## config.mk

```make
export PLATFORM = sky130hd
export DESIGN_NAME = esfa_trial_scheduler
export DESIGN_NICKNAME = d
export VERILOG_FILES = /design/src/rtl/esfa_pkg.sv /design/src/rtl/esfa_sat_counter.sv /design/src/rtl/esfa_trial_scheduler.sv
export SDC_FILE = /design/constraint.sdc
export NUM_CORES = 1
export LEC_CHECK = 0
export BUFFER_PORTS_ARGS = -buffer_cell sky130_fd_sc_hd__buf_2
export CORE_AREA = 10 10 110 112
export CTS_CLUSTER_DIAMETER = 60
export DETAILED_ROUTE_END_ITERATION = 10
export DIE_AREA = 0 0 120 122
export PLACE_DENSITY = 0.74
export SLEW_MARGIN = 20
export SYNTH_ARGS = -nofsm -noshare
export SYNTH_HDL_FRONTEND = slang
export SYNTH_SLANG_ARGS = --single-unit
export TNS_END_PERCENT = 50
```

## constraint.sdc

```tcl
create_clock -name masterClock -period 2.85 [get_ports masterClock]
set_clock_uncertainty 0.15 [all_clocks]
set_input_delay 0.57 -clock masterClock [delete_from_list [all_inputs] [get_ports masterClock]]
set_output_delay 0.57 -clock masterClock [all_outputs]
set_load 0.01 [all_outputs]
```

## src/rtl/esfa_pkg.sv

```systemverilog
// esfa_pkg: shared state encoding and default sizing for the ESFA trial scheduler
package esfa_pkg;
  localparam int          DEF_CNT_W   = 16;
  localparam int          DEF_TMO_W   = 24;
  localparam logic [23:0] DEF_TMO_CYC = 24'hFFFFFF;
  typedef enum logic [2:0] {
    IDLE       = 3'd0,
    LAUNCH     = 3'd1,
    WAIT_START = 3'd2,
    WAIT_END   = 3'd3,
    RECORD     = 3'd4,
    TIMEOUT    = 3'd5,
    DONE       = 3'd6
  } state_e;
endpackage

```

## src/rtl/esfa_sat_counter.sv

```systemverilog
// esfa_sat_counter: clearable up-counter that sticks at all-ones
module esfa_sat_counter
  import esfa_pkg::*;
#(
  parameter int W = DEF_CNT_W
) (
  input  logic         clk,
  input  logic         rst_n,
  input  logic         clr,
  input  logic         inc,
  output logic [W-1:0] cnt
);
  logic [W-1:0] cnt_q, cnt_d;
  always_comb cnt_d = clr ? '0 : (inc && cnt_q != '1) ? cnt_q + 1'b1 : cnt_q;
  always_ff @(posedge clk or negedge rst_n)
    if (!rst_n) cnt_q <= '0;
    else cnt_q <= cnt_d;
  assign cnt = cnt_q;
endmodule

```

## src/rtl/esfa_trial_scheduler.sv

```systemverilog
// esfa_trial_scheduler: launches a batch of ESFA engine runs, times out stuck phases, keeps tallies
module esfa_trial_scheduler
  import esfa_pkg::*;
#(
  parameter int               CNT_W   = DEF_CNT_W,
  parameter int               TMO_W   = DEF_TMO_W,
  parameter logic [TMO_W-1:0] TMO_CYC = TMO_W'(DEF_TMO_CYC)
) (
  input  logic             masterClock,
  input  logic             reset,
  input  logic             start,
  input  logic             abort,
  input  logic [CNT_W-1:0] trialCount,
  output logic             busy,
  output logic             done,
  output logic             aborted,
  output logic             doRun,
  input  logic             isRunning,
  input  logic             wasSuccessful,
  output logic [CNT_W-1:0] trialsRun,
  output logic [CNT_W-1:0] successCount,
  output logic [CNT_W-1:0] timeoutCount
);
  state_e           state_q, state_d;
  logic [CNT_W-1:0] remaining_q, remaining_d;
  logic [TMO_W-1:0] timer_q, timer_d;
  logic             busy_q, busy_d;
  logic             done_q, done_d;
  logic             aborted_q, aborted_d;
  logic             do_run_q, do_run_d;
  logic             abort_lat_q, abort_lat_d;
  logic             accept, finish, tmo_hit;
  logic             clr, run_inc, succ_inc, tmo_inc;

  always_comb begin
    accept      = start && state_q == IDLE && !busy_q;
    finish      = remaining_q == CNT_W'(1) || abort;
    tmo_hit     = timer_q == TMO_CYC;
    state_d     = state_q;
    remaining_d = remaining_q;
    timer_d     = timer_q;
    abort_lat_d = abort_lat_q;
    clr         = 1'b0;
    run_inc     = 1'b0;
    succ_inc    = 1'b0;
    tmo_inc     = 1'b0;
    case (state_q)
      IDLE: if (accept) begin
        remaining_d = trialCount;
        abort_lat_d = 1'b0;
        clr         = 1'b1;
        state_d     = trialCount == '0 ? DONE : LAUNCH;
      end
      LAUNCH: begin
        timer_d = '0;
        state_d = WAIT_START;
      end
      WAIT_START: begin
        state_d = isRunning ? WAIT_END : tmo_hit ? TIMEOUT : WAIT_START;
        timer_d = isRunning ? '0 : tmo_hit ? timer_q : timer_q + 1'b1;
      end
      WAIT_END: begin
        state_d = !isRunning ? RECORD : tmo_hit ? TIMEOUT : WAIT_END;
        timer_d = (!isRunning || tmo_hit) ? timer_q : timer_q + 1'b1;
      end
      RECORD, TIMEOUT: begin
        run_inc     = 1'b1;
        succ_inc    = state_q == RECORD && wasSuccessful;
        tmo_inc     = state_q == TIMEOUT;
        remaining_d = remaining_q - 1'b1;
        abort_lat_d = abort_lat_q | abort;
        state_d     = finish ? DONE : LAUNCH;
      end
      DONE:    state_d = IDLE;
      default: state_d = IDLE;
    endcase
    do_run_d  = state_q == LAUNCH;
    done_d    = state_q == DONE;
    aborted_d = state_q == DONE && abort_lat_q;
    // busy stays up through the done pulse and drops on the following cycle
    busy_d    = accept || (busy_q && !done_q);
  end

  always_ff @(posedge masterClock or negedge reset)
    if (!reset) begin
      state_q     <= IDLE;
      remaining_q <= '0;
      timer_q     <= '0;
      busy_q      <= 1'b0;
      done_q      <= 1'b0;
      aborted_q   <= 1'b0;
      do_run_q    <= 1'b0;
      abort_lat_q <= 1'b0;
    end else begin
      state_q     <= state_d;
      remaining_q <= remaining_d;
      timer_q     <= timer_d;
      busy_q      <= busy_d;
      done_q      <= done_d;
      aborted_q   <= aborted_d;
      do_run_q    <= do_run_d;
      abort_lat_q <= abort_lat_d;
    end

  esfa_sat_counter #(.W(CNT_W)) u_runs (
    .clk(masterClock), .rst_n(reset), .clr(clr), .inc(run_inc), .cnt(trialsRun)
  );
  esfa_sat_counter #(.W(CNT_W)) u_succ (
    .clk(masterClock), .rst_n(reset), .clr(clr), .inc(succ_inc), .cnt(successCount)
  );
  esfa_sat_counter #(.W(CNT_W)) u_tmo (
    .clk(masterClock), .rst_n(reset), .clr(clr), .inc(tmo_inc), .cnt(timeoutCount)
  );

  assign busy    = busy_q;
  assign done    = done_q;
  assign aborted = aborted_q;
  assign doRun   = do_run_q;
endmodule

```

==> results.md <==
- Status: finished, final reports clean
- Startpoint types: flop
- Routed len/inst: 15.9 um
- Crit path arrival time: 2.62 ns
- Pleak: 2.70 nW
- Die Height: 122 um
- Initial antenna violation count: 1
- FP Rows: 37
- Nets: 662
- Core area: 10000 um2
- Internal power: 2.25 mW
- RSZ-0062 raised after global routing: no
- Sw frac: 30.8%
- Dpl hpwl: 8970 um
- Register area share after synthesis: 46.0%
- Critical path class: reg2reg
- Clock H-tree levels: 3
- Critical Path Fanout Max: 7
- Final Slew Violations: 0
- Clk pwr share: 29.7%
- Worst path cell trace: or4_1, nor4_1, nand2_1, or4_1, nand3_1
- Tot Pwr: 3.25 mW
- PD cells: 544 nW/um2
- Hold WC Path Type: in2async
- Later-pin clock latency in the skew report: 0.37 ns
- Top FF cell, synth: dfrtp_1
- Total CTS buffers: 9
- Register share of total power: 53.7%
- Total die area: 14600 um2
- Comb power frac: 16.6%
- Setup violators final: 0
- Non-Filler Instances: 775
- Syn Area/Cell: 9.23 um2
- Starting DRT DRC Count: 351
- Hold_ws: 0.0447 ns
- Setup total negative slack: 0 ns
- Grt ovf: 0
- IO buf count: 73
- Asr flop ratio synth: 100%
- Ys Warns: 0
- Via count: 4498
- Pin count of the biggest net entering global routing: 51
- Synthesized cell area: 5230 um2
- Crit path top cell by count: or4_1
- Initial Util: 52.0%
- Post-synth EDFFs: 0
- CP max stage delay: 0.64 ns
- Most frequent cells in the layout: dfrtp_1, buf_2, nor2_1, nand2_1, xnor2_1
- Vias in the first global route: 4319
- Number of synthesized register bits: 96
- Max-cap violations: 0
- Util after Layout: 59.6%
- First-pass GRT wire length: 20600 um
- Post-route ant nets: 0
- DR vias/cell: 5.80
- CP max-delay cell: or4_1
- Final period utilization: 86.3%
- Die width: 120 um
- Gr usage total: 17.0%
- Required time worst endpoint: 3.01 ns
- Highest clock rate: 406 MHz
- Top-Level Pins: 74
- Post-layout minimum cycle time: 2.46 ns
- Drt drc: 0
- Net Count, Synth: 594
- Leading cell type in the layout, fill and taps excluded: dfrtp_1
- Crit path capture type: flop
- Cells after synthesis: 566
- Clk sink count: 96
- Root Buffer Master: clkbuf_8
- ANT cells: 0
- Slew Limit Headroom: 49.3%
- Post-CTS Setup Inserts: 0
- Hold buffers post-CTS: 0
- Share of layout cells above drive strength 1: 18.0%
- GP Congestion: 0.921
- Final wirelength: 12300 um
- Final-report hold violation count: 0
- Synth-to-Final Area Change: 14.5%
- Placed cell count: 759
- Post-CTS Resized: 0
- Maximum vdd drop: 0.308 mV
- CTS tree: built
- Worst-path clk slew: 0.09 ns
- Longest Clk Path Bufs: 2
- Library cells used by synthesis: 57
- Least-Margin Pin Slew: 0.754 ns
- Net Switching: 1.00 mW
- Total iterations of the first detailed-routing run: 5
[per-stage QoR]
stage,setup slack (ns),instance area (um2)
after floorplan,0.531,5230
after global placement,0.481,5770
after detailed placement,0.435,5770
after CTS,0.415,5980
after global routing,0.261,5980
final,0.390,5980
[synth_stat cells (all sizes together) (5+ instances only)]
library cell | number | area share (%)
dfrtp | 96 | 46
nor2 | 65 | 4.7
nand2 | 59 | 4.2
xnor2 | 47 | 7.9
nand3 | 31 | 3.0
clkbuf | 25 | 1.8
a21oi | 23 | 2.2
a211oi | 18 | 2.6
nor4 | 18 | 2.3
inv | 17 | 1.2
and3 | 15 | 1.8
mux2i | 12 | 2.3
nand4 | 12 | 1.4
o21ai | 12 | 1.1
nor3 | 11 | 1.1
a2111oi | 9 | 1.5
o211ai | 8 | 1.1
nand2b | 7 | 0.84
or4 | 7 | 1.1
ha | 6 | 1.4
or2 | 6 | 0.72
and4 | 5 | 0.84
o311ai | 5 | 0.84
or3 | 5 | 0.60
[state kept, by name, summed over array words and instances, names as in the netlist]
name	flops
busy	1
remaining_q	16
doRun	1
u_succ.cnt	16
done	1
aborted	1
abort_lat_q	1
u_tmo.cnt	16
u_runs.cnt	16
state_q	3
timer_q	24
[final timing paths]
path	cells past startpoint	slack, ns	end	from
setup / recovery	5	0.39	remaining_q[13]	remaining_q[6]
min in group masterClock	3	0.26	remaining_q[2]	trialCount[2]
hold / removal	1	0.04	u_runs.cnt[8]	reset
max in group asynchronous	2	1.85	timer_q[10]	reset
hold reg to reg	1	0.34	busy	done
setup reg to reg	5	0.39	remaining_q[13]	remaining_q[6]
[cell type report]
type / instances / area (um2)
Tap cell: 136 / 170
Fill cell: 893 / 4060
Clock inverter: 4 / 51.3
Inverter: 17 / 63.8
Timing Repair Buffer: 84 / 463
Multi-Input combinational cell: 426 / 2670
Clock buffer: 12 / 165
Sequential cell: 96 / 2400
[routing by layer]
layer | vias to the layer above | track usage [%] | part of all wire (%)
li1 | 2188 | - | -
met1 | 2167 | 21.8 | 46
met2 | 127 | 27.5 | 46
met3 | 14 | 3.89 | 5.8
met4 | 2 | 6.11 | 1.4
met5 | - | 0 | 0.089
[cells by family after synthesis]
group | synth area share, %
fa+ha+maj | 1.44
simple gates | 24.6
compound gates | 13.9
xor+xnor | 8.38
mux | 2.51
flops | 46.0
buf+inv | 3.18
[power groups by stage]
| stage | logic (mW) | clock network (mW) | registers (mW) |
|---|---|---|---|
| finish | 0.540 | 0.966 | 1.75 |
| global route | 0.608 | 1.04 | 1.78 |
| CTS | 0.549 | 0.983 | 1.74 |
| detailed placement | 0.549 | 0 | 1.77 |
| global placement | 0.525 | 0 | 1.76 |
| floorplan | 0.322 | 0 | 1.75 |
[worst max-delay path: cells and delay by family (launching register included)]
family | cells | cell delay, ns
AND/OR/NAND/NOR | 5 | 1.84
flip-flops | 1 | 0.42
No activity file was read; power rests on OpenSTA's default activity.
